[src/rtl/ahb2apb_bridge_pkg.sv]
// rtl/ahb2apb_bridge_pkg.sv - shared types and constants for the AHB-Lite to APB bridge
package ahb2apb_bridge_pkg;

  // AHB transfer types and responses
  localparam logic [1:0] HTRANS_IDLE   = 2'b00;
  localparam logic [1:0] HTRANS_BUSY   = 2'b01;
  localparam logic [1:0] HTRANS_NONSEQ = 2'b10;
  localparam logic [1:0] HTRANS_SEQ    = 2'b11;
  localparam logic [1:0] HRESP_OKAY    = 2'b00;
  localparam logic [1:0] HRESP_ERROR   = 2'b01;

  // Slot field inside PADDR, and top bit of the 256 MB decoder window offset
  localparam int APB_SLOT_LSB  = 12;
  localparam int APB_SLOT_BITS = 2;
  localparam int WINDOW_MSB    = 27;

  typedef enum logic [2:0] {
    ST_IDLE   = 3'd0,
    ST_WCAP   = 3'd1,
    ST_SETUP  = 3'd2,
    ST_ACCESS = 3'd3,
    ST_DONE   = 3'd4,
    ST_ERR1   = 3'd5,
    ST_ERR2   = 3'd6
  } bridge_state_t;

  // States in which a new AHB address phase may be sampled
  function automatic logic can_accept(input bridge_state_t st);
    return (st == ST_IDLE) || (st == ST_DONE) || (st == ST_ERR2);
  endfunction

endpackage

[src/rtl/ahb2apb_bridge.sv]
// rtl/ahb2apb_bridge.sv - AHB-Lite slave converting each transfer into an APB SETUP/ACCESS sequence
// All outputs come from registers or from a decode of the registered state.
module ahb2apb_bridge
  import ahb2apb_bridge_pkg::*;
#(
  parameter int AHB_ADDR_WIDTH = 32,
  parameter int AHB_DATA_WIDTH = 32,
  parameter int APB_ADDR_WIDTH = 14,
  parameter int NUM_PSEL       = 4
) (
  input  logic                      HCLK,
  input  logic                      HRESETn,
  input  logic                      HSEL,
  input  logic [AHB_ADDR_WIDTH-1:0] HADDR,
  input  logic [1:0]                HTRANS,
  input  logic                      HWRITE,
  input  logic [AHB_DATA_WIDTH-1:0] HWDATA,
  input  logic                      HREADY,
  output logic                      HREADY_OUT,
  output logic [1:0]                HRESP,
  output logic [AHB_DATA_WIDTH-1:0] HRDATA,
  output logic [APB_ADDR_WIDTH-1:0] PADDR,
  output logic [NUM_PSEL-1:0]       PSEL,
  output logic                      PENABLE,
  output logic                      PWRITE,
  output logic [AHB_DATA_WIDTH-1:0] PWDATA,
  input  logic [AHB_DATA_WIDTH-1:0] PRDATA,
  input  logic                      PREADY,
  input  logic                      PSLVERR
);

  bridge_state_t             state_q, state_d;
  logic [APB_ADDR_WIDTH-1:0] paddr_q, paddr_d;
  logic                      pwrite_q, pwrite_d;
  logic [AHB_DATA_WIDTH-1:0] pwdata_q, pwdata_d;
  logic [AHB_DATA_WIDTH-1:0] hrdata_q, hrdata_d;

  logic                      accept;
  logic                      mapped;
  logic [APB_SLOT_BITS-1:0]  slot;
  logic                      unused_bits;

  assign accept = HSEL & HTRANS[1] & HREADY;
  // Only the first 16 KB of the window is backed by the four 4 KB slots
  assign mapped = (HADDR[WINDOW_MSB:APB_ADDR_WIDTH] == '0);
  assign slot   = paddr_q[APB_SLOT_LSB +: APB_SLOT_BITS];

  assign unused_bits = ^{HADDR[AHB_ADDR_WIDTH-1:WINDOW_MSB+1], HTRANS[0]};

  always_ff @(posedge HCLK or negedge HRESETn) begin
    if (!HRESETn) begin
      state_q  <= ST_IDLE;
      paddr_q  <= '0;
      pwrite_q <= 1'b0;
      pwdata_q <= '0;
      hrdata_q <= '0;
    end else begin
      state_q  <= state_d;
      paddr_q  <= paddr_d;
      pwrite_q <= pwrite_d;
      pwdata_q <= pwdata_d;
      hrdata_q <= hrdata_d;
    end
  end

  always_comb begin
    state_d  = state_q;
    paddr_d  = paddr_q;
    pwrite_d = pwrite_q;
    pwdata_d = pwdata_q;
    hrdata_d = hrdata_q;

    if (can_accept(state_q)) begin
      state_d = ST_IDLE;
      if (accept) begin
        paddr_d  = HADDR[APB_ADDR_WIDTH-1:0];
        pwrite_d = HWRITE;
        if (!mapped) begin
          state_d = ST_ERR1;
        end else if (HWRITE) begin
          state_d = ST_WCAP;
        end else begin
          state_d = ST_SETUP;
        end
      end
    end else begin
      case (state_q)
        ST_WCAP: begin
          pwdata_d = HWDATA;
          state_d  = ST_SETUP;
        end
        ST_SETUP: begin
          state_d = ST_ACCESS;
        end
        ST_ACCESS: begin
          if (PREADY) begin
            if (PSLVERR) begin
              state_d = ST_ERR1;
            end else begin
              state_d = ST_DONE;
              if (!pwrite_q) begin
                hrdata_d = PRDATA;
              end
            end
          end
        end
        ST_ERR1: begin
          state_d = ST_ERR2;
        end
        default: begin
          state_d = ST_IDLE;
        end
      endcase
    end
  end

  assign HREADY_OUT = can_accept(state_q);
  assign HRESP      = ((state_q == ST_ERR1) || (state_q == ST_ERR2)) ? HRESP_ERROR : HRESP_OKAY;
  assign PSEL       = ((state_q == ST_SETUP) || (state_q == ST_ACCESS))
                      ? (NUM_PSEL'(1) << slot) : '0;
  assign PENABLE    = (state_q == ST_ACCESS);
  assign PADDR      = paddr_q;
  assign PWRITE     = pwrite_q;
  assign PWDATA     = pwdata_q;
  assign HRDATA     = hrdata_q;

endmodule

[config.mk]
export PLATFORM = sky130hd
export DESIGN_NAME = ahb2apb_bridge
export DESIGN_NICKNAME = d
export VERILOG_FILES = /design/src/rtl/ahb2apb_bridge_pkg.sv /design/src/rtl/ahb2apb_bridge.sv
export SDC_FILE = /design/constraint.sdc
export NUM_CORES = 1
export LEC_CHECK = 0
export ABC_AREA = 1
export BUFFER_PORTS_ARGS = -buffer_cell sky130_fd_sc_hd__buf_4
export CAP_MARGIN = 20
export CORE_MARGIN = 5
export CORE_UTILIZATION = 50
export CTS_BUF_LIST = sky130_fd_sc_hd__clkbuf_8
export DETAILED_ROUTE_END_ITERATION = 10
export PLACE_DENSITY = 0.88
export SYNTH_ARGS = -nofsm -noshare
export SYNTH_HDL_FRONTEND = slang
export SYNTH_SLANG_ARGS = --single-unit
[constraint.sdc]
create_clock -name HCLK -period 3.6 [get_ports HCLK]
set_input_delay 0.18 -clock HCLK [delete_from_list [all_inputs] [get_ports HCLK]]
set_output_delay 0.18 -clock HCLK [all_outputs]
set_load 0.02 [all_outputs]
==> results.txt <==
- Buffers placed on the I/O ports in this run total 185.
* Core Box Area: 6870 sq um
- Yosys attributes the largest share of cell area to sky130_fd_sc_hd__dfrtp_1 58%, sky130_fd_sc_hd__mux2_4 13%, sky130_fd_sc_hd__nand2_1 7.5%.
- By startpoint and endpoint, the worst setup path is classified as register to register.
* Kind of launch point of the worst setup path: register
- Maximum capacitance violations: 0
- Net count of the finished layout: 605
- The share of the Yosys chip area taken by registers is 0.576.
- Cells after Synth: 316
- Number of buffers created by CTS: 9
* GRT Overall Usage: 0.200
- Syn avg cell area: 11.3 sq um
- Setup slack of the critical path after layout: 1750 ps
- The Yosys step of the flow raised 0 warnings.
- Largest net degree at the start of global routing: 83
* Count of unique library cells instantiated by Yosys: 25
- The filler cells instantiated in the layout total 469.
- Area of the mapped netlist: 3560 sq um
* Time the worst path needs with I/O delays and setup: 1850 ps
- The worst register-to-register path ends at HRDATA[12].
- Site Rows: 30
- Setup Buffers After CTS: 0
* Worst min-delay path startpoint: HADDR[11]
* Worst Skew: 7.88 ps
- Using the TritonRoute via totals, the vias-per-cell ratio works out to 4.70.
* # IOs: 192
* Total die area: 8920 sq um
* Worst-path clk slew: 80 ps
- In this run the remaining antenna-violating nets after routing total 0.
- Hold Path Cell Cnt: 3
- Hold Fails Final Rpt: 0
- The flow ran to the end, and the final reports show no timing, DRC or antenna violations.
- Headroom to the max-slew limit came out at 0.459.
* Placer congestion estimate: 0.719
- Minimum setup slack among reg-to-reg paths: 1750 ps
- In the layout the commonest cells are 185 x sky130_fd_sc_hd__buf_4, 82 x sky130_fd_sc_hd__dfrtp_1, 71 x sky130_fd_sc_hd__nand2_1.
- Leaving out fill and tap cells, the most frequent cell in the layout is sky130_fd_sc_hd__buf_4.
- Number of cells on the worst reg-to-reg path: 6
* Area delta synth->final: 46.2%
- Data arrives at the worst endpoint at 2050 ps.
* Classification of the worst-slack hold path: input port to register
* Remaining DRCs: 0
- Worst skew pair latency: 340 ps
* Maximum fanout along the worst path: 64
- TritonCTS built the clock tree.
* Initial DRC count: 88
* Maximum level of the CTS H-tree: 3
- After detailed routing, the average wire length per cell comes to 15.2 um.
- Synthesis produced a netlist with a net count of 421.
- Min-Delay Endpoint: PADDR[11]
- Setup violations remaining at the end of the flow were counted as 0.
- The tree is rooted in a sky130_fd_sc_hd__clkbuf_8.
* Global-route wire length before repair: 13.9 mm
- Worst Max-Slew Pin Slew: 811 ps
- The final max-slew violation count came to 0.
* Flip-flop and latch count after synthesis: 82
* Die span in x: 94.4 um
- Setup repair after global routing left no endpoint under its margin.
- Yosys top cell area share: 0.576
* Share of cells above drive strength 1: 0.529
- The via count of the first global-routing pass is 2,918.
- The startpoint identified for the worst register-to-register timing path is state_q[2].
- The worst setup path is captured at a register.
- Peak ir drop on the vdd network: 447 uV
* Aggregate routed wire length: 9.16 mm
* Upper clock frequency limit: 541 MHz
* CTS sink cnt: 82
- Fin crit share: 0.513
* Starting density of the core: 0.519
- Deepest clock path buffer count: 2
- Antenna violations before repair: 0
- The final route contains 2,825 vias.
- Final setup TNS: 0 ps
* Worst path required time: 3800 ps
* Total grt overflow: 0
- Summed over all cells, the static leakage comes to 2.86 nW.
- Drt first pass iters: 4
* Height of the chip: 94.4 um
- Estimated wirelength of the detail-placed design: 6.83 mm
* Most area-hungry cell type in the Yosys netlist: sky130_fd_sc_hd__dfrtp_1
* Power Density: 927 nW/um^2
- Worst Setup Slack post-DPL: 1760 ps
- The number of antenna diodes in the final layout is 0.
-- per-stage QoR --
stage          std cells  hold slack, ps  utilization  area [sq um]  total power, mW
2_1_floorplan        316            -116            -          3560             3.09
3_3_place_gp         583             382        0.720          4950             4.02
3_5_place_dp         583             384        0.720          4950             4.12
4_1_cts              599            20.0        0.753          5170             4.87
5_1_grt              601            23.9        0.759          5210             5.12
6_report             601            39.0        0.759          5210             4.83
-- sequential cells by signal, summed over array words and instances, names as in the netlist --
signal	cells
HRDATA	32
PADDR	14
PWDATA	32
PWRITE	1
state_q	3
-- Yosys cell counts --
cell                       count
sky130_fd_sc_hd__dfrtp_1      82
sky130_fd_sc_hd__o21ai_1       8
sky130_fd_sc_hd__nand2_1      71
sky130_fd_sc_hd__nor3_1        4
sky130_fd_sc_hd__nor2_1       11
sky130_fd_sc_hd__nand3_1       3
sky130_fd_sc_hd__clkbuf_1      2
sky130_fd_sc_hd__nand2_4       2
sky130_fd_sc_hd__nand3_4       1
sky130_fd_sc_hd__buf_2         1
sky130_fd_sc_hd__o21ai_2      24
sky130_fd_sc_hd__buf_6         8
sky130_fd_sc_hd__nand2_2       1
sky130_fd_sc_hd__mux2_2        2
sky130_fd_sc_hd__nor2_4        1
sky130_fd_sc_hd__inv_2         1
sky130_fd_sc_hd__inv_4         1
sky130_fd_sc_hd__nor2_2        1
sky130_fd_sc_hd__mux2_4       30
sky130_fd_sc_hd__or2_2         1
sky130_fd_sc_hd__conb_1        1
sky130_fd_sc_hd__o21ai_0      16
sky130_fd_sc_hd__buf_4         3
sky130_fd_sc_hd__a21oi_1       2
sky130_fd_sc_hd__inv_1        39
-- critical path: stages (launching register included) --
cell and delay [ps]:
sky130_fd_sc_hd__dfrtp_1 400, sky130_fd_sc_hd__inv_1 160, sky130_fd_sc_hd__nand2_4 110, sky130_fd_sc_hd__inv_4 90
sky130_fd_sc_hd__nand3_4 580, sky130_fd_sc_hd__nand2_1 280, sky130_fd_sc_hd__o21ai_2 80
-- worst max path at each step --
stage / startpoint / to / slack, ps / cells past startpoint
6_report: state_q[2] / HRDATA[12] / 1750 / 6
5_1_grt: state_q[2] / HRDATA[25] / 1560 / 6
4_1_cts: state_q[2] / HRDATA[30] / 1730 / 6
3_5_place_dp: state_q[2] / HRDATA[30] / 1760 / 6
3_3_place_gp: state_q[2] / HRDATA[5] / 1820 / 6
2_1_floorplan: PADDR[13] / PSEL[2] / 2350 / 2
-- cell families (layout without fill, tap and decap cells) --
group                  Yosys count  count (layout)  share of synthesized area
buffers and inverters           55             244                     0.0790
other                            1               1                    0.00105
AOI/OAI and AO/OA               50              50                     0.0955
and+or+nand+nor                 96              96                      0.116
muxes                           32              32                      0.133
DFF                             82              82                      0.576
-- layout make-up --
| cell class | instances | area [sq um] | share of cell area |
|---|---|---|---|
| well taps | 96 | 120 | 0.0230 |
| flip-flops and latches | 82 | 2050 | 0.394 |
| clock inverters | 7 | 103 | 0.0197 |
| clock buffers | 9 | 124 | 0.0238 |
| multi-input cells | 179 | 1230 | 0.236 |
| repair buffers | 187 | 1430 | 0.274 |
| inverters | 41 | 156 | 0.0300 |
-- timing repair --
action	CTS	global route
gates resized for setup	0	0
hold buffers	0	1
hold endpoints to repair	0	82
-- routing by layer --
layer,global-route usage,vias to the layer above,share of wire
met3,0.0685,11,0.10
met5,0,-,0
li1,-,1365,-
met4,0.0698,0,0.012
met2,0.351,127,0.51
met1,0.226,1322,0.38
-- report_power, final --
part / internal, mW / leakage [nW] / total, mW / switching (mW)
clock network: 0.397 / 0.110 / 0.733 / 0.336
logic: 1.16 / 1.74 / 2.45 / 1.29
registers: 1.37 / 1.01 / 1.65 / 0.275
No activity file was read; power rests on OpenSTA's default activity.
